<file path="src/rtl/astar_pkg.sv">
// Shared A* engine definitions: coordinate/cost typedefs, direction
// encoding with its (dx,dy) offset tables, default step costs and the
// neighbour-expander FSM state encoding. No ports (package).
package astar_pkg;

   localparam int COORD_W_DEF   = 16;
   localparam int G_W_DEF       = 32;
   localparam int COST_ORTH_DEF = 10;
   localparam int COST_DIAG_DEF = 14;   // ~10*sqrt(2)

   typedef logic [2:0]               dir_t;
   typedef logic [COORD_W_DEF-1:0]   coord_t;
   typedef logic [G_W_DEF-1:0]       cost_t;

   localparam dir_t DIR_LAST = 3'd7;

   // Unit offset along one axis: neg = -1, pos = +1, neither = 0.
   typedef struct packed {
      logic neg;
      logic pos;
   } off_t;

   typedef enum logic [2:0] {
      ST_IDLE,
      ST_CHECK,
      ST_WAIT,
      ST_EMIT,
      ST_DONE
   } state_t;

   // Direction order: 0 E, 1 NE, 2 N, 3 NW, 4 W, 5 SW, 6 S, 7 SE (y grows southwards).
   function automatic off_t dir_dx(dir_t d);
      off_t o;
      o = '0;
      case (d)
         3'd0, 3'd1, 3'd7: o.pos = 1'b1;
         3'd3, 3'd4, 3'd5: o.neg = 1'b1;
         default:          o = '0;
      endcase
      return o;
   endfunction

   function automatic off_t dir_dy(dir_t d);
      off_t o;
      o = '0;
      case (d)
         3'd1, 3'd2, 3'd3: o.neg = 1'b1;
         3'd5, 3'd6, 3'd7: o.pos = 1'b1;
         default:          o = '0;
      endcase
      return o;
   endfunction

endpackage

</file>
<file path="src/rtl/neighbor_expander.sv">
// Purpose : walks the 8 grid neighbours of one popped node, drops out-of-grid and
//           obstacle cells via the obstacle map, emits survivors with g' = g + step.
// Latency : accept T0, map read T1, load T2, nb_valid T3; 3 cycles per emitted
//           neighbour, 1 per out-of-grid dir, 2 per obstacle dir.
// Backpr. : nb_valid/nb_ready handshake; while nb_ready is low the block holds in
//           EMIT with nb_* stable and issues no map reads. node_ready only in IDLE.
// Ports   : clk/rst_n (sync, active-low); node_valid/node_ready/node_x/node_y/node_g
//           parent in; map_rd_en/map_rd_addr out, map_rd_data in (1-cycle latency);
//           nb_valid/nb_ready/nb_x/nb_y/nb_g/nb_dir neighbour out; done/done_count.
module neighbor_expander
   import astar_pkg::*;
#(
   parameter int GRID_W    = 32,
   parameter int GRID_H    = 32,
   parameter int COORD_W   = COORD_W_DEF,
   parameter int G_W       = G_W_DEF,
   parameter int COST_ORTH = COST_ORTH_DEF,
   parameter int COST_DIAG = COST_DIAG_DEF,
   parameter bit DIAG_EN   = 1'b1,
   localparam int AW       = $clog2(GRID_W*GRID_H)
) (
   input  logic               clk,
   input  logic               rst_n,
   input  logic               node_valid,
   output logic               node_ready,
   input  logic [COORD_W-1:0] node_x,
   input  logic [COORD_W-1:0] node_y,
   input  logic [G_W-1:0]     node_g,
   output logic               map_rd_en,
   output logic [AW-1:0]      map_rd_addr,
   input  logic               map_rd_data,
   output logic               nb_valid,
   input  logic               nb_ready,
   output logic [COORD_W-1:0] nb_x,
   output logic [COORD_W-1:0] nb_y,
   output logic [G_W-1:0]     nb_g,
   output logic [2:0]         nb_dir,
   output logic               done,
   output logic [3:0]         done_count
);

   localparam logic [COORD_W-1:0] X_MAX = COORD_W'(GRID_W-1);
   localparam logic [COORD_W-1:0] Y_MAX = COORD_W'(GRID_H-1);

   state_t             state_q, state_d;
   logic [COORD_W-1:0] x_q, y_q;
   logic [G_W-1:0]     g_q;
   dir_t               dir_q;
   logic [3:0]         count_q;
   logic [COORD_W-1:0] nb_x_q, nb_y_q;
   logic [G_W-1:0]     nb_g_q;
   dir_t               nb_dir_q;

   off_t               dx, dy;
   logic               nb_oob, dir_dis, skip, last, node_oob;
   logic [COORD_W-1:0] nx, ny;
   logic [G_W:0]       step_cost, g_sum;
   logic [G_W-1:0]     g_sat;

   // ---------------- neighbour geometry and cost ----------------
   always_comb begin
      dx       = dir_dx(dir_q);
      dy       = dir_dy(dir_q);
      // Parent is known to be in-grid here, so only the edge cells can step out.
      nb_oob   = (dx.neg && (x_q == '0)) || (dx.pos && (x_q == X_MAX)) ||
                 (dy.neg && (y_q == '0)) || (dy.pos && (y_q == Y_MAX));
      dir_dis  = !DIAG_EN && dir_q[0];
      skip     = dir_dis || nb_oob;
      last     = (dir_q == DIR_LAST);
      nx       = dx.pos ? x_q + COORD_W'(1) : (dx.neg ? x_q - COORD_W'(1) : x_q);
      ny       = dy.pos ? y_q + COORD_W'(1) : (dy.neg ? y_q - COORD_W'(1) : y_q);
      // Odd directions are the diagonals.
      step_cost = dir_q[0] ? (G_W+1)'(COST_DIAG) : (G_W+1)'(COST_ORTH);
      g_sum     = {1'b0, g_q} + step_cost;
      g_sat     = g_sum[G_W] ? '1 : g_sum[G_W-1:0];
      node_oob  = (node_x > X_MAX) || (node_y > Y_MAX);
   end

   // ---------------- FSM: state register ----------------
   always_ff @(posedge clk) begin
      if (!rst_n) state_q <= ST_IDLE;
      else        state_q <= state_d;
   end

   // ---------------- FSM: next state ----------------
   always_comb begin
      state_d = state_q;
      case (state_q)
         ST_IDLE:  if (node_valid) state_d = node_oob ? ST_DONE : ST_CHECK;
         ST_CHECK: if (skip)       state_d = last ? ST_DONE : ST_CHECK;
                   else            state_d = ST_WAIT;
         ST_WAIT:  if (map_rd_data) state_d = last ? ST_DONE : ST_CHECK;
                   else             state_d = ST_EMIT;
         ST_EMIT:  if (nb_ready)   state_d = last ? ST_DONE : ST_CHECK;
         ST_DONE:  state_d = ST_IDLE;
         default:  state_d = ST_IDLE;
      endcase
   end

   // ---------------- FSM: outputs ----------------
   always_comb begin
      node_ready  = (state_q == ST_IDLE);
      map_rd_en   = (state_q == ST_CHECK) && !skip;
      map_rd_addr = '0;
      if (map_rd_en) map_rd_addr = AW'(32'(ny) * 32'(GRID_W) + 32'(nx));
      nb_valid    = (state_q == ST_EMIT);
      done        = (state_q == ST_DONE);
      done_count  = done ? count_q : 4'd0;
   end

   // ---------------- datapath ----------------
   // dir wraps 7 -> 0 on the final advance, leaving it ready for the next parent.
   always_ff @(posedge clk) begin
      if (!rst_n) begin
         x_q      <= '0;
         y_q      <= '0;
         g_q      <= '0;
         dir_q    <= '0;
         count_q  <= '0;
         nb_x_q   <= '0;
         nb_y_q   <= '0;
         nb_g_q   <= '0;
         nb_dir_q <= '0;
      end else begin
         case (state_q)
            ST_IDLE: if (node_valid) begin
               x_q     <= node_x;
               y_q     <= node_y;
               g_q     <= node_g;
               dir_q   <= '0;
               count_q <= '0;
            end
            ST_CHECK: if (skip) dir_q <= dir_q + 3'd1;
            ST_WAIT: begin
               if (map_rd_data) begin
                  dir_q <= dir_q + 3'd1;
               end else begin
                  nb_x_q   <= nx;
                  nb_y_q   <= ny;
                  nb_g_q   <= g_sat;
                  nb_dir_q <= dir_q;
               end
            end
            ST_EMIT: if (nb_ready) begin
               count_q <= count_q + 4'd1;
               dir_q   <= dir_q + 3'd1;
            end
            default: ;
         endcase
      end
   end

   assign nb_x   = nb_x_q;
   assign nb_y   = nb_y_q;
   assign nb_g   = nb_g_q;
   assign nb_dir = nb_dir_q;

endmodule

</file>
<file path="config.mk">
export PLATFORM = sky130hd
export DESIGN_NAME = neighbor_expander
export DESIGN_NICKNAME = d
export VERILOG_FILES = /design/src/rtl/astar_pkg.sv /design/src/rtl/neighbor_expander.sv
export SDC_FILE = /design/constraint.sdc
export NUM_CORES = 1
export LEC_CHECK = 0
export ABC_AREA = 1
export CAP_MARGIN = 15
export CORE_MARGIN = 4
export CORE_UTILIZATION = 35
export CTS_CLUSTER_DIAMETER = 150
export DETAILED_ROUTE_END_ITERATION = 8
export GPL_TIMING_DRIVEN = 0
export PLACE_DENSITY = 0.66
export SLEW_MARGIN = 10
export SYNTH_ARGS = -nofsm -noshare
export SYNTH_HDL_FRONTEND = slang
export SYNTH_SLANG_ARGS = --single-unit
</file>
<file path="constraint.sdc">
create_clock -name clk -period 3.4 [get_ports clk]
set_input_delay 0.51 -clock clk [delete_from_list [all_inputs] [get_ports clk]]
set_output_delay 0.51 -clock clk [all_outputs]
set_load 0.01 [all_outputs]
</file>
==> reports/results.txt, run 1 <==
top cells by area, synth: dfxtp_1 (37%), nand2_1 (9.4%), o21ai_0 (8.5%)
wire per inst: 16.69 um
Reg2Reg Launch Point: dir_q[0]$_SDFFE_PN0P_
Cell Area, Synth: 0.007632 mm2
final RePlAce weighted congestion: 0.9259
Synth Area in Simple Gates: 0.2466
layout cell share with drive strength beyond 1: 0.1125
DRC errors left: 0
Post-synth top flop: dfxtp_1
share of the synthesized area in the top cell type: 0.3698
Post-DP HPWL: 20.15 mm
Tightest Hold Check Type: flip-flop to flip-flop
Setup Skew: 0.006561 ns
final worst-path cycle share: 1.056
fin nets: 1392
GR Overflow Total: 0
num rows: 53
port buffer count: 151
count of final setup violators: 3
Max-Cap Viols: 0
pin count of the biggest net entering global routing: 17
final worst setup slack: -0.1896 ns
Slew @ Worst Pin: 0.6558 ns
Core Area: 0.02122 mm2
FF+latch count, synth: 141
clk root buf: clkbuf_16
top sig layer: met4
CTS tree: done
# IOs: 154
clk_lat worst skew: 0.43 ns
EDFF count, synth: 0
post-layout min period: 3.590 ns
CP required: 2.89 ns
Slew headroom: 0.5595
Worst Path Max Fanout: 6
Placed Area: 0.009488 mm2
Area growth, synth to finish: 38.54%
setup TNS: -0.3353 ns
wirelength, routed: 26.56 mm
VDD IR-drop max: 0.0003687 V
Hold-fix buffers, CTS: 0
crit path from: dir_q[0]$_SDFFE_PN0P_
final instance area: 0.01057 mm2
run status: finished, violations left
vias per cell: 5.121
Pwr Density: 426.4 mW/mm2
R2R cell count: 9
die height: 155.7 um
Detailed Route Iter0 Violations: 565
main combinational cell family by area after synthesis: simple AND/OR/NAND/NOR gates
Worst Path Arrival: 3.08 ns
Yosys cell types: 45
diodes inserted: 0
Fmax achieved: 0.2786 GHz
FFs w/ async S/R, synth: 0
FF-to-FF setup slack: 1.01 ns
YS warnings: 0
Detail Route met2 WL: 12.25 mm
CTS sink cnt: 141
fin. max-slew vios: 0
Synth Area in Compound Gates: 0.2066
metal1 wirelength: 11.79 mm
RR Endpoint: nb_g[27]$_SDFFE_PN0P_
hold wc startpoint: g_q[1]$_SDFFE_PN0P_
clock-pin slew on the worst setup and hold paths: 0.06 ns
htree depth: 4
Vias: 8148
CP Capture Point: map_rd_addr[9]
Hold Fails Final Rpt: 0
Routed Antenna Nets: 0
die width: 155.7 um
leading area contributor after synthesis: dfxtp_1
Total GRT Usage: 0.2134
failing checks: setup timing
met3 WL: 1.983 mm
Synth top cells by count: nand2_1 (192), dfxtp_1 (141), inv_1 (134), o21ai_0 (130), a21oi_1 (119)
worst setup path class: flip-flop to primary output
Initial Utilization: 0.3597
Die ar.: 0.02423 mm2
mean post-synth cell area: 6.901 um2
most common cell in the netlist: nand2_1
DR pass1 iterations: 6
mux contribution to synthesized area: 0
crit start category: flip-flop
CP endpoint kind: primary output
Post-Synth XOR/XNOR Area: 0.04590
Syn Nets: 1194
Lkg Pwr: 4.490 nW
Post-Synth Adder-Cell Area: 0.03311
first-pass GRT wire length: 40.85 mm
initial antenna violation count: 0
Longest Clk Path Bufs: 2
CTS Buf Count: 17
number of global-route vias before repair: 7807
RSZ-0062 raised after global routing: yes
register area share after synthesis: 0.3698
Post-Syn Instances: 1106
-- through the flow --
step	instances	setup slack, ns	total power, mW	utilization	hold slack (ns)
floorplan	1106	0.1867	2.312	-	0.4098
global placement	1532	-0.8538	2.577	0.4471	0.4320
detailed placement	1532	-0.8385	2.584	0.4471	0.4273
CTS	1581	-0.1655	4.470	0.4920	0.4506
global route	1591	-0.3367	4.695	0.4983	0.4701
finish	1591	-0.1896	4.509	0.4983	0.4476
-- power by group --
part / internal, mW / switching (mW)
registers: 1.73 / 0.0915
logic: 0.365 / 0.538
clock network: 1.05 / 0.735
total: 3.14 / 1.36
-- state kept, by name (all words and copies together), names as in the netlist --
register  cells
y_q          16
nb_dir        3
count_q       4
g_q          32
x_q          16
nb_y         16
state_q       3
nb_x         16
nb_g         32
dir_q         3
-- cell type report --
| class | count | area [um2] |
|---|---|---|
| fill | 2085 | 10650 |
| multi-input combinational | 774 | 4307 |
| sequential | 141 | 2829 |
| timing repair buffer | 179 | 1735 |
| inverter | 141 | 541.8 |
| clock buffer | 20 | 466.7 |
| tap | 275 | 344.1 |
| buffer | 50 | 256.5 |
| clock inverter | 11 | 93.84 |
-- metal layers --
metal | GRT usage | vias up
li1 | - | 4033
met1 | 0.2802 | 3757
met2 | 0.3540 | 315
met3 | 0.04466 | 43
met4 | 0.06503 | 0
met5 | 0 | -
-- placed cells by master, fill, tap and decap left out, types with 23 or more instances in the layout --
cell type	count
inv_1	126
nor2_1	94
xor2_1	34
nand4_1	23
dfxtp_1	138
o21ai_0	126
buf_4	27
clkbuf_1	34
nand3_1	62
clkdlybuf4s50_1	141
nor3_1	23
nand2_1	185
a21oi_1	117
-- repair_timing --
item                                    4_1_cts  5_1_grt
hold endpoints to repair                      0        0
setup buffers                                19       10
cloned                                        0        0
endpoints found under the setup margin       11       10
pin swaps                                    12       10
resized for setup                            75       19
-- critical path: stages (launching register included) --
cell and delay [ns]:
dfxtp_4 0.37, buf_12 0.13, ha_4 0.17, nor2_4 0.14
a21oi_4 0.10, buf_6 0.14, o21ai_1 0.15, nand3_2 0.11
xor2_2 0.19, inv_2 0.08, fa_2 0.35, nand2_1 0.06
nand2_1 0.06, a21oi_2 0.13, xor2_1 0.19, nand2_1 0.07
nand2_1 0.06, nor2_1 0.04, buf_2 0.13
-- cell families after synthesis --
| family | Yosys count |
|---|---|
| buffers and inverters | 191 |
| DFF | 141 |
| adders and majority gates | 19 |
| AOI/OAI and AO/OA | 294 |
| xor gates and xnor gates | 40 |
| and+or+nand+nor | 421 |
-- how the worst min path moves through the flow --
stage / to / slack [ns] / cells past startpoint
after floorplan: nb_g[1]$_SDFFE_PN0P_ / 0.41 / 1
after global placement: nb_g[1]$_SDFFE_PN0P_ / 0.43 / 1
after detailed placement: nb_g[1]$_SDFFE_PN0P_ / 0.43 / 1
after CTS: nb_g[1]$_SDFFE_PN0P_ / 0.45 / 1
after global routing: nb_g[1]$_SDFFE_PN0P_ / 0.47 / 1
final: nb_g[1]$_SDFFE_PN0P_ / 0.45 / 1
Power figures use the tool's default switching activity.
==> run 2, diff against run 1 <==
- ABC_AREA: 1 -> 0
- PLACE_DENSITY: 0.66 -> 0.56
==> run 2 against run 1 <==
The flow still finishes with violations (setup timing). Hold slack improved by 0.0035 ns. Maximum frequency fell by 12%. Global-route usage rose by 0.064 points. Synthesized cell count shrank 16%.
==> reports/results.txt, run 2 <==
Reg2Reg Launch Point: dir_q[0]$_SDFFE_PN0P_ (unchanged)
num rows: 52 (was 53)
post-layout util: 0.4953 (was 0.4983)
DR pass1 iterations: 7 (was 6)
wirelength, routed: 24.21 mm (was 26.56 mm)
share of the synthesized area in the top cell type: 0.3948 (was 0.3698)
filler instances: 2060 (was 2085)
leading area contributor after synthesis: dfxtp_1 (unchanged)
mean post-synth cell area: 7.729 um2 (was 6.901 um2)
port buffer count: 152 (was 151)
top cells by area, synth: dfxtp_1 (39%), nand2_1 (10%), a21oi_1 (9.0%) (was dfxtp_1 (37%), nand2_1 (9.4%), o21ai_0 (8.5%))
highest-count cells in the layout ignoring fill and taps: nand2_1 (197), clkdlybuf4s50_1 (142), dfxtp_1 (138) (was nand2_1 (185), clkdlybuf4s50_1 (141), dfxtp_1 (138))
FF+latch count, synth: 141 (unchanged)
post-layout min period: 4.070 ns (was 3.590 ns)
final RePlAce weighted congestion: 0.8759 (was 0.9259)
Worst Path Max Fanout: 5 (was 6)
slowest CP cell: dfxtp_4 (unchanged)
worst setup path class: flip-flop to primary output (unchanged)
DRC errors left: 0 (unchanged)
layout cell share with drive strength beyond 1: 0.1108 (was 0.1125)
Worst Path Arrival: 3.56 ns (was 3.08 ns)
diodes inserted: 0 (unchanged)
CP max stage delay: 0.41 ns (was 0.37 ns)
Hold Fails Final Rpt: 0 (unchanged)
Most common cell on crit path: xnor2_1 (was nand2_1)
CP bufs+invs: 2 (was 4)
CTS sink cnt: 141 (unchanged)
Cell Area, Synth: 0.007149 mm2 (was 0.007632 mm2)
clock-pin slew on the worst setup and hold paths: 0.06 ns (about the same)
fin nets: 1212 (was 1392)
number of global-route vias before repair: 6812 (was 7807)
# IOs: 154 (unchanged)
register area share after synthesis: 0.3948 (was 0.3698)
Tightest Hold Check Type: flip-flop to flip-flop (unchanged)
clk_lat worst skew: 0.43 ns (about the same)
Area growth, synth to finish: 39.74% (was 38.54%)
RSZ-0062 raised after global routing: yes (unchanged)
most common cell in the netlist: nand2_1 (unchanged)
Slew headroom: 0.3497 (was 0.5595)
EDFF count, synth: 0 (unchanged)
initial antenna violation count: 0 (unchanged)
commonest non-fill, non-tap cell in the layout: nand2_1 (unchanged)
clock network fraction of design power: 0.451 (was 0.396)
placed cells: 1347 (was 1532)
Slew @ Worst Pin: 0.9666 ns (was 0.6558 ns)
Fmax achieved: 0.2457 GHz (was 0.2786 GHz)
YS warnings: 0 (unchanged)
Initial Utilization: 0.3545 (was 0.3597)
pin count of the biggest net entering global routing: 17 (unchanged)
final worst setup slack: -0.6696 ns (was -0.1896 ns)
Flop pwr share: 0.445 (was 0.404)
Pwr Density: 394.5 mW/mm2 (was 426.4 mW/mm2)
Hold-fix buffers, CTS: 0 (unchanged)
wire per inst: 17.20 um (was 16.69 um)
Total GRT Usage: 0.2141 (was 0.2134)
GR Overflow Total: 0 (unchanged)
Core Area: 0.02017 mm2 (was 0.02122 mm2)
WHS: 0.4510 ns (was 0.4476 ns)
VDD IR-drop max: 0.0003192 V (was 0.0003687 V)
htree depth: 4 (unchanged)
FFs w/ async S/R, synth: 0 (unchanged)
CTS Buf Count: 17 (unchanged)
fin cells: 1407 (was 1591)
Longest Clk Path Bufs: 2 (unchanged)
run status: finished, violations left (unchanged)
Post-Syn Instances: 925 (was 1106)
Critical Path, Cell by Cell: clkinvlp_4, ha_4, or3_4, and4_4, a32oi_1, xnor2_1, ha_1, a21o_1, a21oi_2, xnor3_1, xnor2_1, nor2_1, buf_2 (was buf_12, ha_4, nor2_4, a21oi_4, buf_6, o21ai_1, nand3_2, xor2_2, inv_2, fa_2, nand2_1, nand2_1, a21oi_2, xor2_1, nand2_1, nand2_1, nor2_1, buf_2)
Vias: 7249 (was 8148)
die width: 150.9 um (was 155.7 um)
hold wc startpoint: g_q[0]$_SDFFE_PN0P_ (was g_q[1]$_SDFFE_PN0P_)
Sw Ratio: 0.2784 (was 0.3026)
Max-Cap Viols: 0 (unchanged)
CTS tree: done (unchanged)
Routed Antenna Nets: 0 (unchanged)
CP endpoint kind: primary output (unchanged)
vias per cell: 5.152 (was 5.121)
Psw: 1.097 mW (was 1.365 mW)
Detailed Route Iter0 Violations: 539 (was 565)
Setup Skew: 0.008911 ns (was 0.006561 ns)
count of final setup violators: 4 (was 3)
Logic pwr share: 0.105 (was 0.200)
fin. max-slew vios: 0 (unchanged)
P_int: 2.844 mW (was 3.145 mW)
Post-DP HPWL: 18.01 mm (was 20.15 mm)
final worst-path cycle share: 1.197 (was 1.056)
clk root buf: clkbuf_16 (unchanged)
Die ar.: 0.02278 mm2 (was 0.02423 mm2)
first-pass GRT wire length: 37.72 mm (was 40.85 mm)
CP required: 2.89 ns (about the same)
Lkg Pwr: 3.644 nW (was 4.490 nW)
Post-synth top flop: dfxtp_1 (unchanged)
crit start category: flip-flop (unchanged)
Synth top cells by count: nand2_1 (198), dfxtp_1 (141), a21oi_1 (129), clkbuf_1 (56), o21ai_0 (52) (was nand2_1 (192), dfxtp_1 (141), inv_1 (134), o21ai_0 (130), a21oi_1 (119))
CP delay by family, top: simple AND/OR/NAND/NOR gates (unchanged)
die height: 150.9 um (was 155.7 um)
crit path from: dir_q[0]$_SDFFE_PN0P_ (unchanged)
Yosys cell types: 67 (was 45)
failing checks: setup timing (unchanged)
Syn Nets: 1013 (was 1194)
-- run 2: cell count changes after synthesis, sizes merged, moves of 12 or more --
cell and change:
inv -123, xnor2 +25, nor2 -61, o21ai -90, or3 +13, clkbuf +21
o21bai -12, nand3 -39, and3 +19
-- run 2: kinds of logic after synthesis --
group	synth area share
muxes	0.007001
xor gates and xnor gates	0.07175
DFF	0.3948
adders and majority gates	0.03535
and+or+nand+nor	0.2564
buffers and inverters	0.04550
AOI/OAI and AO/OA	0.1892
-- run 2: tightest hold or removal path: cells and delay by family (launching register included) --
family	cells	cell delay [ns]
flops	1	0.31
buf+inv	1	0.05
compound gates	1	0.05
-- run 2: final timing paths --
check	to	slack [ns]	cells after the start
min	nb_g[0]$_SDFFE_PN0P_	0.45	2
min reg2reg	nb_g[0]$_SDFFE_PN0P_	0.45	2
max reg2reg	nb_g[30]$_SDFFE_PN0P_	0.54	8
max	map_rd_addr[9]	-0.67	13
-- run 2: final cells by class --
cell class                 count  area [um2]  share of cell area
buffer                        65       302.8             0.03031
clock inverter                15       128.9             0.01290
inverter                      17       70.07            0.007013
timing repair buffer         180        1712              0.1713
sequential                   141        2834              0.2837
tap                          270       337.8             0.03381
clock buffer                  17       425.4             0.04258
multi-input combinational    702        4180              0.4184
-- run 2: per-layer routing --
layer	global-route usage	wire length, um	vias to the layer above
met5	0	0	-
met4	0.07842	676	0
met3	0.05087	1707	31
met2	0.3257	10820	230
met1	0.2954	11010	3356
li1	-	-	3632
-- run 2: through the flow --
stage / cell area, um2 / TNS [ns] / setup slack (ns) / power [mW]
global route: 9991 / -2.156 / -0.8218 / 4.113
floorplan: 7226 / 0 / 0.005444 / 2.006
detailed placement: 9085 / -2.458 / -0.9841 / 2.188
finish: 9991 / -1.453 / -0.6696 / 3.941
global placement: 9085 / -2.349 / -0.9405 / 2.185
CTS: 9911 / -1.599 / -0.6862 / 3.978
-- run 2: power groups by stage --
stage	Sequential [mW]	Combinational (mW)	Clock, mW
floorplan	1.77	0.232	0
global placement	1.79	0.396	0
detailed placement	1.79	0.398	0
CTS	1.75	0.411	1.81
global route	1.76	0.458	1.89
finish	1.75	0.413	1.78
-- run 2: repair_timing --
action | CTS | global route
gates resized for setup | 55 | 12
buffers inserted | 21 | 7
endpoints found under the setup margin | 11 | 7
gates cloned | 0 | 0
pin swaps | 15 | 11
==> run 3, diff against run 2 <==
- CTS_CLUSTER_SIZE: unset -> 20
==> results of run 3 <==
No change in the layout: final DEF, timing and power equal those of run 2.
